<file path="config.mk">
export PLATFORM = sky130hd
export DESIGN_NAME = cam_writer
export DESIGN_NICKNAME = d
export VERILOG_FILES = /design/src/rtl/cam_writer.sv
export SDC_FILE = /design/constraint.sdc
export NUM_CORES = 1
export LEC_CHECK = 0
export ABC_AREA = 0
export ABC_CLOCK_PERIOD_IN_PS = 7200
export CORE_AREA = 2 2 437 439
export DETAILED_ROUTE_END_ITERATION = 10
export DIE_AREA = 0 0 439 441
export DONT_BUFFER_PORTS = 1
export PLACE_DENSITY = 0.42
export RECOVER_POWER = 25
export SLEW_MARGIN = 20
export SYNTH_ARGS = -nofsm -noshare
export SYNTH_HDL_FRONTEND = slang
export SYNTH_SLANG_ARGS = --single-unit
</file>
<file path="constraint.sdc">
create_clock -name clk -period 7.2 [get_ports clk]
set_input_delay 2.16 -clock clk [delete_from_list [all_inputs] [get_ports clk]]
set_output_delay 2.16 -clock clk [all_outputs]
set_load 0.05 [all_outputs]
</file>
<file path="src/rtl/cam_writer.sv">
`default_nettype none
// ============================================================================
//  Module      : cam_writer
//  Description : Write side of a small content-addressable store. Holds DEPTH
//                entries of DATA_WIDTH bits, each with a valid bit. Writes go
//                either to an explicit index or to the lowest free entry.
//                Single entries can be invalidated. A clear request starts a
//                sweep that zeroes one entry per cycle.
//  Revision    : 1.0 - initial release
// ----------------------------------------------------------------------------
//  Ports
//    clk                 in   clock, rising edge
//    rst_n               in   asynchronous active-low reset
//    write_valid_i       in   write request
//    write_ready_o       out  write can be accepted (IDLE only)
//    write_alloc_i       in   1: lowest free entry, 0: write_index_i
//    write_index_i       in   explicit write index
//    write_data_i        in   write data
//    invalidate_i        in   clear valid bit of invalidate_index_i
//    invalidate_index_i  in   index to invalidate
//    clear_i             in   start full-array clear sweep
//    all_data_o          out  flattened storage, entry k at [k*DW +: DW]
//    read_valid_o        out  per-entry valid bits
//    write_done_o        out  one-cycle pulse, write committed
//    write_err_o         out  one-cycle pulse, write rejected
//    write_index_o       out  index of the last done/rejected write
//    full_o              out  every entry valid
//    count_o             out  number of valid entries
// ============================================================================
module cam_writer #(
  parameter int DATA_WIDTH = 32,
  parameter int ADDR_WIDTH = 5,
  parameter int DEPTH      = 32
) (
  input  logic                        clk,
  input  logic                        rst_n,
  input  logic                        write_valid_i,
  output logic                        write_ready_o,
  input  logic                        write_alloc_i,
  input  logic [ADDR_WIDTH-1:0]       write_index_i,
  input  logic [DATA_WIDTH-1:0]       write_data_i,
  input  logic                        invalidate_i,
  input  logic [ADDR_WIDTH-1:0]       invalidate_index_i,
  input  logic                        clear_i,
  output logic [DATA_WIDTH*DEPTH-1:0] all_data_o,
  output logic [DEPTH-1:0]            read_valid_o,
  output logic                        write_done_o,
  output logic                        write_err_o,
  output logic [ADDR_WIDTH-1:0]       write_index_o,
  output logic                        full_o,
  output logic [ADDR_WIDTH:0]         count_o
);

  // --------------------------------------------------------------------------
  // Constants
  // --------------------------------------------------------------------------
  localparam logic [0:0] S_IDLE  = 1'b0;
  localparam logic [0:0] S_CLEAR = 1'b1;

  // DEPTH widened by one bit so indices up to 2**ADDR_WIDTH-1 compare cleanly
  localparam logic [ADDR_WIDTH:0]   c_DEPTH_W = (ADDR_WIDTH+1)'(DEPTH);
  localparam logic [ADDR_WIDTH-1:0] c_LAST    = ADDR_WIDTH'(DEPTH-1);

  // --------------------------------------------------------------------------
  // State
  // --------------------------------------------------------------------------
  logic [0:0]            r_state;
  logic [ADDR_WIDTH-1:0] r_sweep;
  logic [DATA_WIDTH-1:0] r_data [DEPTH];
  logic [DEPTH-1:0]      r_valid;
  logic                  r_done;
  logic                  r_err;
  logic [ADDR_WIDTH-1:0] r_widx;

  // --------------------------------------------------------------------------
  // Combinational decode
  // --------------------------------------------------------------------------
  logic                  w_idle;
  logic                  w_free_found;
  logic [ADDR_WIDTH-1:0] w_free_idx;
  logic                  w_idx_in_range;
  logic                  w_inv_in_range;
  logic                  w_wr_req;
  logic                  w_wr_ok;
  logic                  w_commit;
  logic                  w_reject;
  logic [ADDR_WIDTH-1:0] w_wr_idx;
  logic [ADDR_WIDTH-1:0] w_err_idx;
  logic                  w_inv_en;
  logic [ADDR_WIDTH:0]   w_count;

  assign w_idle = (r_state == S_IDLE);

  // Lowest free entry: scan from the top so the lowest hit is the last write.
  // Index stays 0 when nothing is free, which is also the index reported on
  // an alloc rejection.
  always_comb begin
    w_free_found = 1'b0;
    w_free_idx   = '0;
    for (int k = DEPTH - 1; k >= 0; k--) begin
      if (!r_valid[k]) begin
        w_free_found = 1'b1;
        w_free_idx   = ADDR_WIDTH'(k);
      end
    end
  end

  assign w_idx_in_range = ({1'b0, write_index_i}      < c_DEPTH_W);
  assign w_inv_in_range = ({1'b0, invalidate_index_i} < c_DEPTH_W);

  // A clear on the same edge as a write swallows the write silently.
  assign w_wr_req  = write_valid_i && w_idle && !clear_i;
  assign w_wr_ok   = write_alloc_i ? w_free_found : w_idx_in_range;
  assign w_commit  = w_wr_req && w_wr_ok;
  assign w_reject  = w_wr_req && !w_wr_ok;
  assign w_wr_idx  = write_alloc_i ? w_free_idx : write_index_i;
  assign w_err_idx = write_alloc_i ? '0 : write_index_i;

  assign w_inv_en  = invalidate_i && w_inv_in_range && w_idle && !clear_i;

  always_comb begin
    w_count = '0;
    for (int k = 0; k < DEPTH; k++) begin
      w_count = w_count + (ADDR_WIDTH+1)'(r_valid[k]);
    end
  end

  // --------------------------------------------------------------------------
  // Control: state, sweep counter, response pulses
  // --------------------------------------------------------------------------
  always_ff @(posedge clk or negedge rst_n) begin
    if (!rst_n) begin
      r_state <= S_IDLE;
      r_sweep <= '0;
      r_done  <= 1'b0;
      r_err   <= 1'b0;
      r_widx  <= '0;
    end else begin
      r_done <= 1'b0;
      r_err  <= 1'b0;
      case (r_state)
        S_IDLE: begin
          if (clear_i) begin
            r_state <= S_CLEAR;
            r_sweep <= '0;
          end else if (w_commit) begin
            r_done <= 1'b1;
            r_widx <= w_wr_idx;
          end else if (w_reject) begin
            r_err  <= 1'b1;
            r_widx <= w_err_idx;
          end
        end
        S_CLEAR: begin
          if (r_sweep == c_LAST) begin
            r_state <= S_IDLE;
            r_sweep <= '0;
          end else begin
            r_sweep <= r_sweep + 1'b1;
          end
        end
        default: begin
          r_state <= S_IDLE;
          r_sweep <= '0;
        end
      endcase
    end
  end

  // --------------------------------------------------------------------------
  // Storage: data and valid bits
  // --------------------------------------------------------------------------
  always_ff @(posedge clk or negedge rst_n) begin
    if (!rst_n) begin
      r_valid <= '0;
      for (int k = 0; k < DEPTH; k++) begin
        r_data[k] <= '0;
      end
    end else if (r_state == S_CLEAR) begin
      for (int k = 0; k < DEPTH; k++) begin
        if (r_sweep == ADDR_WIDTH'(k)) begin
          r_data[k]  <= '0;
          r_valid[k] <= 1'b0;
        end
      end
    end else begin
      for (int k = 0; k < DEPTH; k++) begin
        // Invalidate first so a write to the same entry overrides it.
        if (w_inv_en && (invalidate_index_i == ADDR_WIDTH'(k))) begin
          r_valid[k] <= 1'b0;
        end
        if (w_commit && (w_wr_idx == ADDR_WIDTH'(k))) begin
          r_data[k]  <= write_data_i;
          r_valid[k] <= 1'b1;
        end
      end
    end
  end

  // --------------------------------------------------------------------------
  // Outputs
  // --------------------------------------------------------------------------
  for (genvar g = 0; g < DEPTH; g++) begin : g_flat
    assign all_data_o[g*DATA_WIDTH +: DATA_WIDTH] = r_data[g];
  end

  assign read_valid_o  = r_valid;
  assign write_ready_o = w_idle;
  assign write_done_o  = r_done;
  assign write_err_o   = r_err;
  assign write_index_o = r_widx;
  assign full_o        = &r_valid;
  assign count_o       = w_count;

endmodule
`default_nettype wire
</file>
Word-level counts from Yosys, hierarchy flattened --
Cells that the tools add are included. W data, S select, Z words.
Cells by class: reductions and logical operators 206, mux-type cells 244, bitwise operators 2, add/sub/neg operators 32, divide/modulo/power cells 0, equality and inequality tests 126, multiply operators 0, order comparisons 0, shift-type cells 0
Operators with widths (number):
- $mux W32 | 65
- $mux W1024 | 1
- $eq A5 B5 Y1 const B | 48
- $mux W5 | 38
- $add A6 B1 Y6 | 26
- $mux W1 | 138
- $reduce_and A2 Y1 | 64
- $eq A5 B4 Y1 const B | 24
- $reduce_bool A3 Y1 | 32
- $logic_and A1 B1 Y1 | 70
- $reduce_bool A2 Y1 | 33
- $ne A2 B1 Y1 const B | 32
- $eq A5 B3 Y1 const B | 12
- $reduce_and A32 Y1 | 1
- $eq A5 B2 Y1 const B | 6
- $eq A5 B1 Y1 const B | 3
- $logic_not A5 Y1 | 3
- $pmux W5 S2 | 1
- $add A5 B1 Y6 | 1
- $add A4 B1 Y5 | 1
- $add A5 B1 Y5 const B | 1
- $add A3 B1 Y4 | 1
- $add A2 B1 Y3 | 1
- $reduce_and A3 Y1 | 1
- 5 further kinds | 7
Word-level totals: output and inout bits 1071, memory bits (writable) 0, memories kept 0, memory bits (read-only) 0, bits in registers 1069, latch bits 0, bits of input ports 48

Longest topological paths before layout --
depth in word-level cells 39, gate-level depth with buffers 17, gate-level depth less buffers 17

Least setup slack after synthesis --
Ideal clock, no wire load.
path kind register -> output, start point register r_valid[23] (netlist: read_valid_o[23]), end point output count_o[4], setup slack -462 ps, required time 5040 ps, stages on the path, launching flop included 18, arrival 5502 ps, path through dfrtp_1 -> inv_1 -> fa_1 -> fa_1 -> inv_1 -> fa_1 -> inv_1 -> fa_1 -> fa_1 -> fa_1 -> inv_1 -> ha_1 -> inv_1 -> fa_1 -> inv_1 -> a21o_1 -> a21oi_1 -> xnor2_1
On the way: cells in the longest elaborated chain, start to end 9
RTL lines:
- from (decl) | line 70 | logic [DEPTH-1:0] r_valid;
- from (signal assigned) | line 175 | r_valid <= '0;
- from (signal, indexed assignment) | line 183 | r_valid[k] <= 1'b0;
- from (signal, indexed assignment) | line 190 | r_valid[k] <= 1'b0;
- $add A6 B1 Y6 (9 in series) | line 124 | w_count = w_count + (ADDR_WIDTH+1)'(r_valid[k]);
- to (decl) | line 51 | output logic [ADDR_WIDTH:0] count_o
Every way passes these cells.

Final worst setup path --
start point register r_valid[19] (netlist: read_valid_o[19]), end point output count_o[4]
On the way: cells in the longest elaborated chain, start to end 13
RTL lines (line):
- $add A6 B1 Y6 (13 in series) | 124
Every way passes these cells.

==> flow_summary.ini <==
[job]
drv_cap = 4

[routing]
dr_wl_met3_mm = 18.4
vias = 32200
firstDrtPassIters = 7
met2_length_mm = 103
wl_per_cell_um = 32.6
wirelength_mm = 216
wl_met1_mm = 87.2
top_layer = met5
drt_iter0_drc = 2804
viasPerCell = 4.85
drc_errors = 0
ant_nets = 0

[worst_setup_path]
path_cells = fa_1 -> inv_1 -> fa_1 -> inv_2 -> fa_1 -> inv_1 -> fa_2 -> fa_1 -> fa_2 -> inv_2 -> ha_4 -> inv_2 -> fa_2 -> inv_2 -> a21o_1 -> a21oi_2 -> xnor2_2 -> buf_12
critPathMaxStageDelay_ps = 550
cpMaxStageDelayCell = fa_1
end_kind = primary output
worstSetupPathType = register to primary output
cp_data_arrival_time_ps = 5520
crit_required_ps = 5040
crit_fanout = 2
start_kind = register

[sta]
fin_hold_ws_ps = 594
rsz0062_at_grt = yes
hold_viol = 0
final-setup-viol-count = 5
layout_setup_ws_ps = -478
maxSlewHeadroom_pct = -137
worst_pin_slew_ps = 3560
period_minus_slack_ps = 7680
min_period_over_period_pct = 107
slew_viol_final = 271
skew_ps = 35.5
clock.fmax_mhz = 130

[cts]
cts.sinks = 1069
cts_buffer_depth = 3
hold_buffers = 0
insertion_delay_ps = 800
numCtsBuffers = 130
root_buffer = clkbuf_16
htreeDepth = 4
cts_tree = yes
clkTransAtPathRegs_ps = 60

[finish]
layout-drive-gt1-share_pct = 10.5
n_fill_cell = 19800
areaGrowthSynthToFinish_pct = 16.6
nNetsFinal = 4115
stdcell_count = 6637

[global_routing]
grt_max_degree = 209
grt.total_usage_pct = 21.6
grt_pass1_wl_mm = 291
grt-ovfl-total = 0
grt_pass1_vias = 31700
antenna_found_initial = 20

[synthesis]
synth_top_area_share_pct = 60.2
syn-cell-area_um2 = 44400
yosysTopAreaCell = dfrtp_1
ys_async_sr_fraction_pct = 100
synth_edf_count = 0
yosysWarnings = 0
synth_seq_area_share_pct = 60.2
yosys_register_bits = 1069
synth_common_cells = dfrtp_1, nand2_1, mux2i_1
synth_cells = 4102
syn-num-nets = 4188
synth_cell_types = 71
synth-main-ff-cell = dfrtp_1
synth_area_leaders = dfrtp_1, mux2i_1, nand2_1, o21ai_0, nand3_1
synth.most_common_cell = dfrtp_1
syn_avg_cell_area_um2 = 10.8

[power_and_ir_drop]
internal-power_w = 0.0130
sw_frac_of_total_pct = 52.6
p_comb_share_pct = 14.9
power_frac_clock_pct = 24.4
p_per_area_nw_per_um2 = 530
seqPwrFrac_pct = 60.7
power_leakage_nw = 26.1
switchingPower_w = 0.0144
irDropWorstVdd_mv = 0.792

[floorplan]
start_util_pct = 23.5
io_pins = 1119
design.core.area_um2 = 189000
rows = 160
dieArea_um2 = 194000
die_h_um = 441
die_x_um = 439

[placement]
dp.cells = 6403
port_buffers = 0
hpwl_mm = 148
gp_congestion = 0.867

[outcome]
violations = capacitance limit, slew limit, setup timing
status = complete, but fails checks

[hold_path]
holdCritPathClass = register to register
==> path summary, 6_finish.rpt <==
path	startpoint	end	slack, ps	cells after the start
setup reg to reg	read_valid_o[27]$_DFFE_PN0P_	all_data_o[898]$_DFFE_PN0P_	620	8
hold / removal	r_sweep[0]$_DFFE_PN0P_	r_sweep[0]$_DFFE_PN0P_	590	1
setup / recovery	read_valid_o[19]$_DFFE_PN0P_	count_o[4]	-480	18
max in group asynchronous	rst_n	all_data_o[261]$_DFFE_PN0P_	670	6
min in group asynchronous	rst_n	all_data_o[111]$_DFFE_PN0P_	1060	0
hold reg to reg	r_sweep[0]$_DFFE_PN0P_	r_sweep[0]$_DFFE_PN0P_	590	1
==> routing by layer <==
layer	track usage (%)	up-vias
met5	0	-
met2	34.9	1406
li1	-	13600
met3	6.48	301
met1	27.2	16900
met4	8.15	2
==> registers in the layout (all words and copies together), names as in the netlist <==
name	cells
write_done_o	1
write_err_o	1
r_state	1
all_data_o	1024
write_index_o	5
r_sweep	5
read_valid_o	32
==> cells in the final DEF, fill, tap and decap left out, types with 4 or more instances in the layout <==
cell type / count
buf_12: 5
and3_2: 4
inv_2: 8
and2_1: 4
clkinv_8: 4
buf_4: 103
clkinv_4: 6
o21ai_1: 69
clkbuf_8: 27
mux2i_1: 608
clkbuf_16: 132
o311ai_0: 33
and3_1: 6
fa_1: 19
nor3_1: 4
nand3_2: 20
a21oi_1: 8
nand4_1: 16
nor2b_1: 12
clkbuf_1: 39
fa_2: 5
o211ai_1: 24
clkinv_2: 13
inv_1: 73
ha_1: 12
and4_1: 4
nor2_1: 18
bufinv_16: 6
nand2_1: 1025
nand3_1: 277
inv_6: 6
nand2_2: 42
o21ai_0: 331
dfrtp_1: 1069
nand2b_1: 9
buf_16: 9
==> layout make-up <==
class / instances / area, um^2 / share of cell area (%)
Multi-Input combinational cell: 2617 / 16200 / 31.2
Antenna cell: 1 / 2.50 / 0.00483
Tap cell: 2511 / 3140 / 6.06
Inverter: 82 / 310 / 0.599
Clock buffer: 188 / 3780 / 7.30
Timing Repair Buffer: 129 / 1170 / 2.26
Sequential cell: 1069 / 26800 / 51.6
Clock inverter: 40 / 488 / 0.942
==> repair_timing <==
item	CTS	global route
pin swaps	8	10
gates resized for setup	9	11
setup buffers	1	1
endpoints found under the setup margin	5	6
==> stage by stage <==
stage	setup slack, ps	utilization, %	power [W]	setup TNS [ps]	area [um^2]
after floorplan	-195	-	0.0181	-251	44400
after global placement	165	25.1	0.0207	0	47400
after detailed placement	153	25.1	0.0209	0	47500
after CTS	-641	27.4	0.0276	-2650	51800
after global routing	-649	27.4	0.0285	-2440	51800
final	-478	27.4	0.0274	-1560	51800
==> cell families after synthesis <==
logic type      share of synthesized area (%)
flops                                    60.2
fa+ha+maj                                1.48
buf+inv                                  4.17
compound gates                           6.45
mux                                      13.7
simple gates                             13.9
xor+xnor                               0.0592
==> worst max-delay path: cells and delay by family, from the launching register on <==
family / cells / cell delay, ps
adder cells (fa/ha/maj): 8 / 3390
AO/OA/AOI/OAI: 2 / 320
buffers and inverters: 7 / 460
flip-flops: 1 / 400
XOR/XNOR: 1 / 150
==> power by group through the flow <==
stage | Sequential [W] | Combinational, W | Clock [W]
floorplan | 0.0156 | 0.00245 | 0
CTS | 0.0167 | 0.00410 | 0.00684
global placement | 0.0168 | 0.00394 | 0
detailed placement | 0.0168 | 0.00407 | 0
global route | 0.0168 | 0.00461 | 0.00709
finish | 0.0166 | 0.00410 | 0.00670
Power figures use the tool's default switching activity.
